File: src/rtl/e203_ifu_bht_pkg.sv
// e203_ifu_bht_pkg: shared sizes, counter encodings and FSM states for the branch history table
package e203_ifu_bht_pkg;
  localparam int BHT_ENTRIES = 64;
  localparam int IDX_W = $clog2(BHT_ENTRIES);
  typedef enum logic [1:0] {SNT = 2'd0, WNT = 2'd1, WT = 2'd2, ST = 2'd3} cnt_e;
  localparam logic [1:0] CNT_INIT = WNT;
  typedef enum logic {INIT = 1'b0, RUN = 1'b1} state_e;
endpackage

File: src/rtl/e203_bht_satcnt.sv
// e203_bht_satcnt: 2-bit saturating increment/decrement
module e203_bht_satcnt
  import e203_ifu_bht_pkg::*;
(
  input  logic [1:0] cnt,
  input  logic       inc,
  output logic [1:0] nxt
);
  assign nxt = inc ? ((cnt == ST) ? cnt : cnt + 2'd1) : ((cnt == SNT) ? cnt : cnt - 2'd1);
endmodule

File: src/rtl/e203_ifu_bht.sv
// e203_ifu_bht: 2-bit counter branch history table with init sweep, registered update stage and perf counters
module e203_ifu_bht
  import e203_ifu_bht_pkg::*;
#(
  parameter int PC_SIZE = 32,
  parameter int PERF_W  = 32
) (
  input  logic              clk,
  input  logic              rst,
  input  logic              bht_clr,
  input  logic              ifu_lkup_vld,
  input  logic              ifu_lkup_bxx,
  input  logic [PC_SIZE-1:0] ifu_lkup_pc,
  output logic              bht_prdt_vld,
  output logic              bht_prdt_taken,
  input  logic              bht_wb_vld,
  input  logic              bht_wb_mis,
  input  logic              bht_wb_prdt,
  input  logic              bht_wb_rslv,
  input  logic [PC_SIZE-1:0] bht_wb_pc,
  output logic              bht_ready,
  output logic [PERF_W-1:0] perf_lkup_cnt,
  output logic [PERF_W-1:0] perf_mis_cnt
);
  state_e           state;
  logic [IDX_W-1:0] sweep_idx, u_idx, lk_idx;
  logic             u_vld, u_rslv, u_mis, run, u_wr;
  logic [1:0]       tbl [BHT_ENTRIES];
  logic [1:0]       u_cur, u_new, lk_cnt;
  logic             unused_bits;
  assign run = state == RUN;
  assign lk_idx = ifu_lkup_pc[IDX_W:1];
  assign u_cur = tbl[u_idx];
  // a clear in the same cycle discards the pending update along with the table
  assign u_wr = run & u_vld & ~bht_clr;
  assign lk_cnt = (u_vld && u_idx == lk_idx) ? u_new : tbl[lk_idx];
  assign bht_ready = run;
  assign bht_prdt_vld = ifu_lkup_vld & ifu_lkup_bxx & run;
  assign bht_prdt_taken = bht_prdt_vld & lk_cnt[1];
  assign unused_bits = ^{ifu_lkup_pc[PC_SIZE-1:IDX_W+1], ifu_lkup_pc[0],
                         bht_wb_pc[PC_SIZE-1:IDX_W+1], bht_wb_pc[0], bht_wb_prdt};

  e203_bht_satcnt u_sat (.cnt(u_cur), .inc(u_rslv), .nxt(u_new));

  // single write port: init sweep owns it in INIT, the update stage in RUN
  always_ff @(posedge clk) begin
    if (!run || u_wr) tbl[run ? u_idx : sweep_idx] <= run ? u_new : CNT_INIT;
  end

  // update-stage payload, only meaningful while u_vld is set
  always_ff @(posedge clk) begin
    if (bht_wb_vld) {u_idx, u_rslv, u_mis} <= {bht_wb_pc[IDX_W:1], bht_wb_rslv, bht_wb_mis};
  end

  // FSM, update-stage valid and saturating perf counters
  always_ff @(posedge clk) begin
    if (rst) begin
      state <= INIT;
      sweep_idx <= '0;
      u_vld <= 1'b0;
      perf_lkup_cnt <= '0;
      perf_mis_cnt <= '0;
    end else begin
      if (bht_clr) begin
        state <= INIT;
        sweep_idx <= '0;
      end else if (!run) begin
        sweep_idx <= sweep_idx + IDX_W'(1);
        if (&sweep_idx) state <= RUN;
      end
      u_vld <= run & bht_wb_vld & ~bht_clr;
      if (bht_prdt_vld && !(&perf_lkup_cnt)) perf_lkup_cnt <= perf_lkup_cnt + PERF_W'(1);
      if (u_wr && u_mis && !(&perf_mis_cnt)) perf_mis_cnt <= perf_mis_cnt + PERF_W'(1);
    end
  end

  a_mis_consistent: assert property (@(posedge clk) disable iff (rst)
    bht_wb_vld |-> (bht_wb_mis == (bht_wb_prdt ^ bht_wb_rslv)));
endmodule

File: config.mk
export PLATFORM = sky130hd
export DESIGN_NAME = e203_ifu_bht
export DESIGN_NICKNAME = d
export VERILOG_FILES = /design/src/rtl/e203_ifu_bht_pkg.sv /design/src/rtl/e203_bht_satcnt.sv /design/src/rtl/e203_ifu_bht.sv
export SDC_FILE = /design/constraint.sdc
export NUM_CORES = 1
export LEC_CHECK = 0
export BUFFER_PORTS_ARGS = -buffer_cell sky130_fd_sc_hd__buf_4
export CORE_ASPECT_RATIO = 0.8
export CORE_MARGIN = 2
export CORE_UTILIZATION = 55
export DETAILED_ROUTE_END_ITERATION = 10
export PLACE_DENSITY = 0.77
export SETUP_SLACK_MARGIN = 0.02
export SLEW_MARGIN = 20
export SYNTH_ARGS = -nofsm -noshare
export SYNTH_HDL_FRONTEND = slang
export SYNTH_SLANG_ARGS = --single-unit
export TNS_END_PERCENT = 5
File: constraint.sdc
create_clock -name clk -period 8.2 [get_ports clk]
set_input_delay 0.82 -clock clk [delete_from_list [all_inputs] [get_ports clk]]
set_output_delay 0.82 -clock clk [all_outputs]
set_load 0.03 [all_outputs]
==> impl_metrics.yaml <==
layout:
  nets: 973
  diodes: 0
  area_growth_pct: 15.26
  fillerInstances: 1375
  drive_above_1_share_pct: 21.80
  post-route-util_pct: 64.43
grt:
  track_usage_pct: 24.28
  grt_max_degree: 78
  first_global_vias: 6778
  antenna_found_initial: 0
  grt_pass1_wl_um: 37080
  grt-ovfl-total: 0
worst_setup_path:
  slowest_delay_ps: 610
  critPathKind: "register to primary output"
  cp-start-kind: "register"
  slowest_stage: "mux4_2"
  r2r_setup_slack_ps: 4330
  cp_cell_sequence: "buf_4, mux4_2, mux2i_1, nor4b_1, or4_1, o32ai_1, a31oi_1, buf_4"
  crit_arrival_ps: 3830
  crit_top_cell: "buf_4"
  worstPathRequired_ps: 7380
  path_max_fanout: 30
  r2r_end: "tbl[10][1]"
  crit_path_end_kind: "primary output"
  rr_worst_depth: 8
synthesis:
  ys_seq_area_share_pct: 55.93
  netlist_area_mm2: 0.01009
  syn_area_per_cell_um2: 12.23
  synthFlopType: "edfxtp_1"
  ys_ff_latch: 214
  syn_inst: 825
  ys_async_sr_fraction_pct: 0
  synth_edf_count: 136
  synthesis.nets: 901
  ys_types: 57
  synth_warnings: 0
floorplan:
  std_cell_rows: 44
  coreArea_mm2: 0.01806
  initial_core_util_pct: 55.90
  io_pins: 140
  fp.dieW_um: 155.5
  dieArea_mm2: 0.01946
  die_y_um: 125.2
sta:
  rsz0062_at_grt: "false"
  max_freq_mhz: 215.3
  setup_viol: 0
  layout_min_cycle_time_ps: 4645
  worstMarginPinSlew_ps: 901.9
  fin_hold_ws_ps: 492.1
  setup_ws_ps: 3555
  finalMaxSlewViolations: 0
  max_slew_margin_pct: 39.79
  post-route-period-util_pct: 56.65
  fin_setup_tns_ps: 0
  fin_skew_ps: 10.53
  hold_viol: 0
cts:
  clk_latency_ps: 500
  cts_buffers: 22
  clk_pin_slew_ps: 60
  postCtsHoldBufs: 0
  cts_root_buf: "clkbuf_16"
  cts_max_path_buffers: 3
  cts_tree: "done"
  post_cts_buffers: 0
  htreeDepth: 1
  cts.sinks: 214
  cts_resized: 0
placement:
  io_buffers: 86
  gp_congestion: 0.8859
  preCtsSetupSlack_ps: 4141
  dpl.hpwl_um: 15900
routing:
  ant_nets: 0
  drc_errors: 0
  totalWireLength_um: 23500
  drt_iter0_drc: 654
  route.detailed.wl_per_inst_um: 20.56
  first_pass_iters: 4
  num_vias: 7202
  vias_per_cell: 6.301
pwr:
  p_per_area_mw_per_mm2: 196.2
  p_total_mw: 2.283
  leakage_nw: 3.879
  ir_drop_mv: 0.1586
status:
  status: "complete, no violations"
min_path:
  hold_end: "u_rslv"
  hp-start: "bht_wb_rslv"
  hold_class: "input port to register"
  whs_path_depth: 1
run:
  cap_violations: 0
cells in the mapped netlist, drive strengths merged, types with 9 or more instances:
master  number  area (um2)
mux2        16       180.2
inv         13       48.79
a211oi      12       90.09
o31ai       13       97.59
mux2i       12       120.1
dfxtp       78        1562
or3          9       56.30
nor2       130       488.0
nand4       18       142.6
o21ai       20       100.1
buf         18       115.1
xor2        13       113.9
and4        10       90.09
mux4        53        1194
nor3        11       55.05
clkbuf      26       97.59
nand2       52       195.2
xnor2       28       245.2
a21oi       32       160.2
or4         20       150.1
nor2b       12       75.07
edfxtp     136        4084
nor4        11       75.07
nand3       30       150.1
worst max-delay path: cells and delay by family, from the launching register on:
kind,cells,cell delay (ps)
DFF,1,310
AOI/OAI and AO/OA,2,760
and+or+nand+nor,2,690
buffers and inverters,2,710
muxes,2,820
area by class of cell:
type | count | area [um2] | area share (%)
flip-flops and latches | 214 | 5647 | 48.54
multi-input cells | 553 | 4212 | 36.20
repair buffers | 92 | 690.7 | 5.937
clock buffers | 30 | 644.4 | 5.539
well taps | 230 | 287.8 | 2.474
clock inverters | 10 | 100.1 | 0.8604
inverters | 14 | 52.55 | 0.4517
per-stage QoR:
step,std cells,area [um2]
after floorplan,825,10090
after global placement,1103,10890
after detailed placement,1103,10890
after CTS,1143,11630
after global routing,1143,11630
final,1143,11630
state kept, by name, summed over array words and instances (netlist names), named ones only:
signal,flops
u_rslv,1
bht_ready,1
u_mis,1
u_vld,1
u_idx,6
sweep_idx,6
tbl,128
perf_lkup_cnt,32
perf_mis_cnt,32
per-layer routing:
| layer | share of wire (%) | vias to the layer above | GRT usage (%) |
|---|---|---|---|
| li1 | - | 3290 | - |
| met1 | 43 | 3560 | 36.86 |
| met3 | 8.9 | 50 | 4.818 |
| met4 | 2.5 | 0 | 6.692 |
| met5 | 0 | - | 0 |
| met2 | 45 | 302 | 36.05 |
cells in the final DEF (no fill, tap or decap), types with 13 or more instances in the layout:
| master | netlist | routed |
|---|---|---|
| dfxtp_1 | 78 | 77 |
| buf_4 | 1 | 92 |
| xor2_1 | 13 | 13 |
| nand2_1 | 52 | 52 |
| nor2_1 | 130 | 130 |
| mux4_2 | 53 | 53 |
| clkbuf_16 | 0 | 24 |
| xnor2_1 | 28 | 28 |
| nand3_1 | 30 | 30 |
| o31ai_1 | 13 | 13 |
| or4_1 | 20 | 20 |
| a21oi_1 | 32 | 30 |
| edfxtp_1 | 136 | 136 |
| nand4_1 | 16 | 16 |
logic make-up after synthesis:
group / after synthesis / synth area share [%]
AOI/OAI and AO/OA: 100 / 6.272
xor gates and xnor gates: 41 / 3.558
adders and majority gates: 3 / 0.3719
buffers and inverters: 58 / 2.628
DFF: 214 / 55.93
muxes: 81 / 14.80
and+or+nand+nor: 328 / 16.44
power by group:
| group | internal (mW) | total, mW | leakage (nW) | switching (mW) |
|---|---|---|---|---|
| clock network | 0.613 | 1.02 | 0.360 | 0.403 |
| logic | 0.0519 | 0.111 | 1.70 | 0.0595 |
| registers | 1.14 | 1.15 | 1.82 | 0.0142 |
| total | 1.81 | 2.28 | 3.88 | 0.477 |
worst max path at each step:
| stage | from | slack [ps] | endpoint |
|---|---|---|---|
| 4_1_cts | register | 3580 | bht_prdt_taken |
| 6_report | register | 3550 | bht_prdt_taken |
| 5_1_grt | register | 3400 | bht_prdt_taken |
| 3_5_place_dp | register | 4140 | bht_prdt_taken |
| 2_1_floorplan | register | 3800 | tbl[0][0] |
| 3_3_place_gp | ifu_lkup_pc[1] | 4230 | bht_prdt_taken |
No activity file was read; power rests on OpenSTA's default activity.
